File: config.mk
export PLATFORM = sky130hd
export DESIGN_NAME = seg_scan_ctrl
export DESIGN_NICKNAME = d
export VERILOG_FILES = /design/src/rtl/seg_pkg.sv /design/src/rtl/seg_scan_timer.sv /design/src/rtl/seg_scan_ctrl.sv
export SDC_FILE = /design/constraint.sdc
export NUM_CORES = 1
export LEC_CHECK = 0
export BUFFER_PORTS_ARGS = -buffer_cell sky130_fd_sc_hd__buf_2
export CAP_MARGIN = 20
export CORE_MARGIN = 10
export CORE_UTILIZATION = 50
export CTS_CLUSTER_SIZE = 10
export DETAILED_ROUTE_END_ITERATION = 12
export PLACE_DENSITY = 0.71
export SLEW_MARGIN = 10
export SYNTH_ARGS = -nofsm -noshare
export SYNTH_HDL_FRONTEND = slang
export SYNTH_HIERARCHICAL = 1
export SYNTH_SLANG_ARGS = --single-unit
File: constraint.sdc
create_clock -name clk -period 5.65 [get_ports clk]
set_input_delay 1.695 -clock clk [delete_from_list [all_inputs] [get_ports clk]]
set_output_delay 1.695 -clock clk [all_outputs]
set_load 0.01 [all_outputs]
File: src/rtl/seg_pkg.sv
// seg_pkg: shared types and constants for the multiplexed 7-segment scanner.
package seg_pkg;

    localparam int unsigned BCD_W = 4;
    localparam int unsigned SEG_W = 7;

    typedef enum logic [1:0] {
        ST_IDLE  = 2'd0,
        ST_BLANK = 2'd1,
        ST_DRIVE = 2'd2
    } scan_state_e;

    localparam logic [SEG_W-1:0] SEG_BLANK = SEG_W'(0);

    typedef logic [BCD_W-1:0] bcd_t;

    // The external decoder expects weight 8 on bit 0 and weight 1 on bit 3.
    function automatic bcd_t bcd_rev(input bcd_t n);
        return {n[0], n[1], n[2], n[3]};
    endfunction

    function automatic logic bcd_valid(input bcd_t n);
        return (n <= 4'd9);
    endfunction

endpackage

File: src/rtl/seg_scan_timer.sv
// seg_scan_timer: loadable down-counter with terminal-count flags, shared by BLANK and DRIVE timing.
module seg_scan_timer #(
    parameter int unsigned CNT_W = 4
) (
    input  logic             clk,
    input  logic             rst_n,
    input  logic             load,
    input  logic [CNT_W-1:0] load_val,
    output logic             tc_c,
    output logic             tc_nxt_c
);

    logic [CNT_W-1:0] cnt_q;
    logic [CNT_W-1:0] cnt_d;

    // Reload on request, otherwise count down and hold at zero.
    always_comb begin
        cnt_d = cnt_q;
        if (load) begin
            cnt_d = load_val;
        end else if (cnt_q != '0) begin
            cnt_d = cnt_q - CNT_W'(1);
        end
    end

    // Count register.
    always_ff @(posedge clk or negedge rst_n) begin
        if (!rst_n) begin
            cnt_q <= '0;
        end else begin
            cnt_q <= cnt_d;
        end
    end

    assign tc_c     = (cnt_q == '0);
    assign tc_nxt_c = (cnt_d == '0);

endmodule

File: src/rtl/seg_scan_ctrl.sv
// seg_scan_ctrl: time-multiplexed BCD display scanner driving an external 7-segment decoder.
// Optional macro LZ_BLANK_EN enables leading-zero suppression (digit 0 is never suppressed).
module seg_scan_ctrl
    import seg_pkg::*;
#(
    parameter int unsigned NUM_DIGITS   = 4,
    parameter int unsigned DWELL_CYCLES = 1000,
    parameter int unsigned BLANK_CYCLES = 2
) (
    input  logic                          clk,
    input  logic                          rst_n,
    input  logic                          enable,
    input  logic                          load,
    input  logic [BCD_W*NUM_DIGITS-1:0]   value,
    output logic [BCD_W-1:0]              dec_num,
    input  logic [SEG_W-1:0]              seg_in,
    output logic [SEG_W-1:0]              seg_out,
    output logic [NUM_DIGITS-1:0]         an_n,
    output logic                          frame_done
);

    localparam int unsigned IDX_W   = $clog2(NUM_DIGITS);
    localparam int unsigned VAL_W   = BCD_W * NUM_DIGITS;
    localparam int unsigned CNT_MAX = (DWELL_CYCLES > BLANK_CYCLES) ? DWELL_CYCLES : BLANK_CYCLES;
    localparam int unsigned CNT_W   = $clog2(CNT_MAX) + 1;

    localparam logic [IDX_W-1:0] LAST_IDX = IDX_W'(NUM_DIGITS - 1);
    localparam logic [CNT_W-1:0] BLANK_LD = CNT_W'(BLANK_CYCLES - 1);
    localparam logic [CNT_W-1:0] DWELL_LD = CNT_W'(DWELL_CYCLES - 1);

    scan_state_e state_q, state_d;
    logic [IDX_W-1:0] idx_q, idx_d;

    logic             tmr_load;
    logic [CNT_W-1:0] tmr_val;
    logic             tmr_tc_c;
    logic             tmr_tc_nxt_c;

    logic [VAL_W-1:0] pending_q;
    logic [VAL_W-1:0] display_q, display_d;
    logic [NUM_DIGITS-1:0][BCD_W-1:0] digits_d;
    logic [NUM_DIGITS-1:0] lz_mask;
    bcd_t             cur_digit;
    logic             wrap_c;

    logic [NUM_DIGITS-1:0] an_n_d;
    logic [SEG_W-1:0]      seg_out_d;
    bcd_t                  dec_num_d;
    logic                  frame_done_d;
    logic                  force_blank_q, force_blank_d;

    seg_scan_timer #(
        .CNT_W (CNT_W)
    ) u_timer (
        .clk      (clk),
        .rst_n    (rst_n),
        .load     (tmr_load),
        .load_val (tmr_val),
        .tc_c     (tmr_tc_c),
        .tc_nxt_c (tmr_tc_nxt_c)
    );

    // State, digit index and registered outputs.
    always_ff @(posedge clk or negedge rst_n) begin
        if (!rst_n) begin
            state_q       <= ST_IDLE;
            idx_q         <= '0;
            an_n          <= '1;
            seg_out       <= SEG_BLANK;
            dec_num       <= '0;
            frame_done    <= 1'b0;
            force_blank_q <= 1'b1;
        end else begin
            state_q       <= state_d;
            idx_q         <= idx_d;
            an_n          <= an_n_d;
            seg_out       <= seg_out_d;
            dec_num       <= dec_num_d;
            frame_done    <= frame_done_d;
            force_blank_q <= force_blank_d;
        end
    end

    // Next state and index; the timer reloads on every state entry so frames never drift.
    always_comb begin
        state_d  = state_q;
        idx_d    = idx_q;
        tmr_load = 1'b0;
        tmr_val  = '0;
        if (!enable) begin
            state_d = ST_IDLE;
            idx_d   = '0;
        end else begin
            unique case (state_q)
                ST_IDLE: begin
                    state_d = ST_BLANK;
                    idx_d   = '0;
                end
                ST_BLANK: begin
                    if (tmr_tc_c) state_d = ST_DRIVE;
                end
                ST_DRIVE: begin
                    if (tmr_tc_c) begin
                        state_d = ST_BLANK;
                        idx_d   = (idx_q == LAST_IDX) ? '0 : idx_q + IDX_W'(1);
                    end
                end
                default: begin
                    state_d = ST_IDLE;
                    idx_d   = '0;
                end
            endcase
        end
        if (state_d != state_q) begin
            tmr_load = 1'b1;
            case (state_d)
                ST_BLANK: tmr_val = BLANK_LD;
                ST_DRIVE: tmr_val = DWELL_LD;
                default:  tmr_val = '0;
            endcase
        end
    end

    assign wrap_c = (state_q == ST_DRIVE) && tmr_tc_c && (idx_q == LAST_IDX);

    // Display follows pending while idle and at each frame wrap; a same-cycle load wins.
    always_comb begin
        display_d = display_q;
        if ((state_q == ST_IDLE) || wrap_c) begin
            display_d = load ? value : pending_q;
        end
    end

    // Pending capture and tear-free display register.
    always_ff @(posedge clk or negedge rst_n) begin
        if (!rst_n) begin
            pending_q <= '0;
            display_q <= '0;
        end else begin
            if (load) pending_q <= value;
            display_q <= display_d;
        end
    end

    assign digits_d  = display_d;
    assign cur_digit = digits_d[idx_d];

`ifdef LZ_BLANK_EN
    // A digit is a leading zero when it and every digit above it are zero.
    always_comb begin
        logic all_zero;
        all_zero = 1'b1;
        lz_mask  = '0;
        for (int k = NUM_DIGITS - 1; k >= 1; k--) begin
            all_zero   = all_zero && (digits_d[k] == '0);
            lz_mask[k] = all_zero;
        end
    end
`else
    assign lz_mask = '0;
`endif

    // Output next-values; seg_out blanks the digit whose nibble the decoder is currently seeing.
    always_comb begin
        an_n_d        = '1;
        dec_num_d     = '0;
        frame_done_d  = 1'b0;
        force_blank_d = 1'b1;
        seg_out_d     = force_blank_q ? SEG_BLANK : seg_in;
        if (state_d == ST_IDLE) begin
            seg_out_d = SEG_BLANK;
        end else begin
            dec_num_d     = bcd_rev(cur_digit);
            force_blank_d = !bcd_valid(cur_digit) || lz_mask[idx_d];
            if (state_d == ST_DRIVE) begin
                an_n_d[idx_d] = 1'b0;
                frame_done_d  = (idx_d == LAST_IDX) && tmr_tc_nxt_c;
            end
        end
    end

endmodule
==> flow_metrics.py, run 1 <==
metrics = {
    "placed_design": {
        "pre_cts_ws_ps": 1158,
        "dp_hpwl_microns": 4682,
        "numPortBuffers": 42,
        "place_area_sq_mm": 0.003385,
        "routabilityCongestion": 0.9398,
    },
    "final_layout": {
        "final_cell_area_sq_mm": 0.003572,
        "diodes": 0,
        "post-route-util_pct": 59.63,
        "drive_above_1_share_pct": 28.45,
        "area_growth_pct": 14.06,
        "nNetsFinal": 372,
    },
    "die": {
        "die_h_microns": 99.14,
        "io_pins": 43,
        "rows": 28,
        "dieArea_sq_mm": 0.009829,
        "core_area_sq_mm": 0.005991,
        "start_util_pct": 52.28,
        "dieWidth_microns": 99.14,
    },
    "route": {
        "drt-pass1-iter-count": 4,
        "drc": 0,
        "via_per_inst": 5.385,
        "drt_iter0_drc": 73,
        "antenna_left": 0,
        "vias": 2240,
        "wl_microns": 6351,
        "post_drt_wl_per_cell_microns": 15.27,
    },
    "outcome": {
        "status": "finished, final reports clean",
    },
    "power": {
        "power.density_mw_per_mm2": 436.4,
        "p_leak_nw": 1.671,
        "ir_drop_v": 0.0002144,
    },
    "grt": {
        "grt_pass1_wl_microns": 10720,
        "overflow": 0,
        "antenna_found_initial": 0,
        "grt_usage_pct": 13.34,
        "grt_max_degree": 65,
        "first_global_vias": 2243,
    },
    "critical_path": {
        "ff2ff_path_depth": 15,
        "critPathCaptureType": "flip-flop",
        "crit_type": "flip-flop to flip-flop",
        "cp-start-kind": "flip-flop",
        "rr_endpoint": "frame_done",
        "required_ps": 5930,
        "r2r_start": "u_timer/cnt_q[1]",
        "r2r_slack_ps": 1180,
        "crit_end": "frame_done",
        "arrival_ps": 4750,
        "crit_start": "u_timer/cnt_q[1]",
        "crit_fanout": 14,
    },
    "cts": {
        "clockBufferDepth": 2,
        "path_clk_slew_ps": 70,
        "cts_made_buffers": 9,
        "cts_tree": "done",
        "cts_post_setup_buffers_inserted": 0,
        "cts_hold_buf": 0,
        "cts.root.buffer_cell": "clkbuf_8",
        "cts_resized": 0,
        "cts_sinks": 64,
        "cts_max_level": 3,
        "clk_latency_ps": 340,
    },
    "run": {
        "maxCapViolations": 0,
    },
    "timing": {
        "min_period_ps": 4470,
        "timing.final.hold_violations": 0,
        "tightest_slew_ps": 789.5,
        "hold-worst-slack_ps": 495.1,
        "relSlewSlack_pct": 46.88,
        "fin_ws_ps": 1180,
        "fin_crit_sh_pct": 79.12,
        "final_max_slew_viol_count": 0,
        "final.setup.tns_ps": 0,
        "fin_skew_ps": 8.243,
        "fmax_ghz": 0.2237,
        "rsz0062_at_grt": "no",
        "finalSetupViolCount": 0,
    },
    "synth": {
        "synth_top_area_share_pct": 47.14,
        "synth_cell_types": 62,
        "yosys_warnings": 6,
        "synth_edf_count": 0,
        "ys.flop_type": "dfrtp_1",
        "async_flop_share_pct": 100.0,
        "yosysTopAreaCell": "dfrtp_1",
        "ys_seq_elements": 64,
        "synthTopCellsByArea": "dfrtp_1 (47%), nor2_1 (6.5%), mux2_2 (5.8%), dfstp_2 (4.2%), ha_1 (3.6%)",
        "mappedNetlistArea_sq_mm": 0.003132,
        "ys_seq_area_share_pct": 51.34,
        "synthCells": 289,
        "synth.avg_cell_area_sq_um": 10.84,
    },
    "min_path": {
        "hold_path.class": "flip-flop to flip-flop",
        "holdPathStages": 1,
    },
}
[worst max-delay path: stages (launching register included)]
cell	delay (ps)
dfrtp_1	410
inv_1	120
ha_1	190
or4b_1	540
nor3_4	350
nor2_1	90
or4b_1	590
xnor2_1	160
nand2_1	270
and2_1	350
mux2i_1	160
a21oi_1	70
a211o_1	310
or4_4	410
nor4_2	220
and3_1	170
[cells by family (layout without fill, tap and decap cells)]
kind of cell               after synthesis  in the layout  share of synthesized area (%)
adders and majority gates                9              9                          3.596
xor gates and xnor gates                 4              4                          1.119
buffers and inverters                   24             74                          4.155
other                                    1              3                         0.1197
and+or+nand+nor                        121            121                          20.46
muxes                                   21             21                          7.711
DFF                                     64             64                          51.34
AOI/OAI and AO/OA                       45             45                          11.51
[metrics by stage]
step | total power, mW | cells
CTS | 1.570 | 416
global placement | 1.172 | 400
detailed placement | 1.190 | 400
global route | 1.675 | 416
finish | 1.559 | 416
floorplan | 1.073 | 291
[synthesized netlist by cell type (3+ instances only)]
| library cell | instances |
|---|---|
| a21oi_1 | 5 |
| dfrtp_1 | 59 |
| nand2_1 | 19 |
| nor3_1 | 5 |
| dfstp_2 | 5 |
| and3_1 | 5 |
| xnor2_1 | 4 |
| a211oi_1 | 3 |
| inv_1 | 13 |
| mux2_2 | 16 |
| nor2_1 | 54 |
| and2_1 | 11 |
| clkbuf_1 | 3 |
| o31ai_1 | 5 |
| a211o_1 | 3 |
| o21ai_0 | 5 |
| buf_6 | 4 |
| ha_1 | 9 |
[how the worst min path moves through the flow]
stage	startpoint	to	slack [ps]
final	pending_q[9]	pending_q[9]	500
after global routing	pending_q[9]	pending_q[9]	510
after CTS	pending_q[9]	pending_q[9]	500
after floorplan	pending_q[9]	pending_q[9]	450
after detailed placement	pending_q[9]	pending_q[9]	480
after global placement	pending_q[9]	pending_q[9]	460
[layout make-up]
| cell class | instances | area (sq um) |
|---|---|---|
| Timing Repair Buffer | 45 | 232.7 |
| Inverter | 13 | 48.80 |
| Fill cell | 520 | 2419 |
| Tap cell | 75 | 93.84 |
| Sequential cell | 64 | 1608 |
| Multi-Input combinational cell | 203 | 1401 |
| Clock buffer | 10 | 127.6 |
| Clock inverter | 6 | 60.06 |
[sequential cells by signal, summed over array words and instances (netlist names)]
name           flops
an_n               4
pending_q         16
force_blank_q      1
display_q         16
idx_q              2
u_timer/cnt_q     11
dec_num            4
seg_out            7
state_q            2
frame_done         1
[report_power, final]
group          switching (mW)  internal [mW]
combinational           0.321          0.229
clock                   0.172          0.201
sequential             0.0731          0.562
total                   0.567          0.992
[metal layers]
metal  track usage [%]  share of wire [%]  vias up  wire, microns
li1                  -                  -     1103              -
met5                 0                  0        -              0
met1             15.55                 43     1083           2739
met3             5.329                5.4        9            343
met4             5.402                1.4        0             91
met2             21.44                 50       45           3176
[placed cells by master (no fill, tap or decap), types with 3 or more instances in the layout]
cell	n
dfrtp_1	59
nor2_1	54
buf_2	42
nand2_1	19
mux2_2	16
inv_1	13
and2_1	11
ha_1	9
clkbuf_8	9
o21ai_0	5
a21oi_1	5
and3_1	5
nor3_1	5
dfstp_2	5
o31ai_1	5
xnor2_1	4
a211o_1	3
a211oi_1	3
clkinv_2	3
buf_4	3
conb_1	3
(Power assumes the default switching activity.)
==> run 2, diff against run 1 <==
- PLACE_DENSITY: 0.71 -> 0.74
- clock period: 5.65 -> 3.8 ns (I/O delays scaled with it)
==> run 2 against run 1 <==
Compared with the run above: worst hold slack worse by 5.7 ps; via count rose by 7.0%; global-route usage up 0.18 points; critical path type unchanged; non-clock buffer count grew 17; worst setup slack got worse by 1100 ps; critical path depth did not move; wire length up 10%; highest routed layer unchanged; first-iteration DRC count rose by 26%; sequential power rose by 45%; clock power up 59%; combinational power increased by 93%; sequential cell count unchanged.
==> flow_metrics.py, run 2 (same netlist as run 1, synthesis figures left out) <==
metrics = {
    "die": {
        "dieWidth_microns": 99.14,
        "dieArea_sq_mm": 0.009829,
        "start_util_pct": 52.28,
        "core_area_sq_mm": 0.005991,
        "rows": 28,
        "io_pins": 43,
        "die_h_microns": 99.14,
    },
    "timing": {
        "final_max_slew_viol_count": 0,
        "timing.final.hold_violations": 0,
        "finalSetupViolCount": 0,
        "fmax_ghz": 0.2711,
        "fin_crit_sh_pct": 97.06,
        "fin_skew_ps": 8.366,
        "relSlewSlack_pct": 45.92,
        "tightest_slew_ps": 811.1,
        "hold-worst-slack_ps": 489.4,
        "min_period_ps": 3688,
    },
    "critical_path": {
        "ff2ff_path_depth": 15,
        "arrival_ps": 3960,
        "rr_endpoint": "frame_done",
        "crit_fanout": 6,
        "critPathCaptureType": "flip-flop",
        "r2r_start": "u_timer/cnt_q[0]",
        "cp-start-kind": "flip-flop",
        "crit_type": "flip-flop to flip-flop",
        "r2r_slack_ps": 110,
        "required_ps": 4080,
    },
    "power": {
        "power.internal_mw": 1.656,
        "comb_power_share_pct": 41.1,
        "power.density_mw_per_mm2": 677.5,
        "p_leak_nw": 1.793,
        "clockPowerShare_pct": 23.1,
        "pwr-share-seq_pct": 35.8,
        "ir_drop_v": 0.0003996,
        "switching_share_pct": 35.75,
        "p_total_mw": 2.578,
        "p_sw_uw": 921.5,
    },
    "run": {
        "maxCapViolations": 0,
    },
    "placed_design": {
        "dp_hpwl_microns": 4978,
        "routabilityCongestion": 0.8773,
        "place_area_sq_mm": 0.003462,
        "numPortBuffers": 42,
    },
    "final_layout": {
        "final_common_cell": "dfrtp_1",
        "nFillCells": 470,
        "reg.largest.list": "display_q x16, pending_q x16, u_timer/cnt_q x11",
        "final_cell_mix": "dfrtp_1 (59), nor2_1 (53), buf_2 (42)",
        "nNetsFinal": 389,
        "area_growth_pct": 21.49,
        "drive_above_1_share_pct": 34.92,
        "diodes": 0,
        "final_cell_area_sq_mm": 0.003805,
    },
    "cts": {
        "cts.root.buffer_cell": "clkbuf_8",
        "cts_made_buffers": 9,
        "cts_sinks": 64,
        "clk_latency_ps": 340,
        "clockBufferDepth": 2,
        "cts_tree": "done",
        "path_clk_slew_ps": 70,
        "cts_max_level": 3,
    },
    "outcome": {
        "status": "finished, final reports clean",
    },
    "grt": {
        "overflow": 0,
        "grt_max_degree": 40,
        "grt_usage_pct": 13.52,
        "grt_pass1_wl_microns": 10900,
        "first_global_vias": 2301,
        "antenna_found_initial": 0,
    },
    "route": {
        "wl_microns": 6985,
        "via_per_inst": 5.533,
        "drt-pass1-iter-count": 4,
        "antenna_left": 0,
        "vias": 2396,
        "post_drt_wl_per_cell_microns": 16.13,
        "drt_iter0_drc": 92,
        "drc": 0,
    },
    "min_path": {
        "whs_endpoint": "pending_q[9]",
        "min-delay-start": "pending_q[9]",
        "hold_path.class": "flip-flop to flip-flop",
        "holdPathStages": 1,
    },
}
==> run 2: worst max-delay path by stage <==
stage / startpoint / endpoint / slack [ps] / cells after the start
5_1_grt: u_timer/cnt_q[0] / frame_done / -40 / 15
4_1_cts: u_timer/cnt_q[1] / frame_done / 7 / 15
6_report: u_timer/cnt_q[0] / frame_done / 110 / 15
3_3_place_gp: u_timer/cnt_q[1] / frame_done / 110 / 15
2_1_floorplan: u_timer/cnt_q[0] / frame_done / 30 / 14
3_5_place_dp: u_timer/cnt_q[1] / frame_done / -20 / 15
==> run 2: power by group through the flow <==
| stage | combinational, mW | sequential (mW) | clock (mW) |
|---|---|---|---|
| floorplan | 0.694 | 0.931 | 0 |
| global placement | 0.892 | 0.929 | 0 |
| detailed placement | 0.915 | 0.934 | 0 |
| CTS | 0.921 | 0.922 | 0.608 |
| global route | 1.15 | 0.938 | 0.636 |
| finish | 1.06 | 0.923 | 0.596 |
==> run 2: layout make-up <==
cell class,count,area (sq um),share of cell area (%)
clock buffer,11,151.4,3.979
sequential,64,1608,42.26
tap,75,93.84,2.466
timing repair buffer,62,407.9,10.72
clock inverter,5,55.05,1.447
inverter,13,48.80,1.282
multi-input combinational,203,1440,37.85
==> run 2: layer usage <==
metal / global-route usage (%) / wire (microns)
met3: 3.945 / 352
met2: 21.99 / 3452
met1: 15.64 / 2950
met5: 0 / 0
met4: 7.497 / 230
==> run 2: metrics by stage <==
stage	instances	setup TNS (ps)	utilization, %	worst slack [ps]
final	433	0	63.51	111.7
after global routing	433	-41.51	63.51	-41.51
after CTS	422	0	61.28	7.213
after detailed placement	406	-20.20	57.79	-20.20
after global placement	406	0	57.79	109.5
after floorplan	291	0	-	29.71
==> run 2: what timing repair did <==
item | in CTS | in global routing
cloned | 0 | 2
hold buffers | 0 | 0
buffers inserted | 0 | 9
gates resized for setup | 2 | 5
pin swaps | 0 | 6
setup endpoints to repair | 1 | 1
==> run 2: worst max-delay path: stages, from the launching register on <==
cell,delay [ps]
dfrtp_1,390
inv_2,100
ha_4,140
or4b_4,500
nor3_4,170
nor2_2,70
or4b_4,550
xnor2_2,160
nand2_2,170
buf_12,140
nand2b_1,90
a21oi_1,40
a221o_1,290
or4_4,510
nor4_2,120
and3_1,180
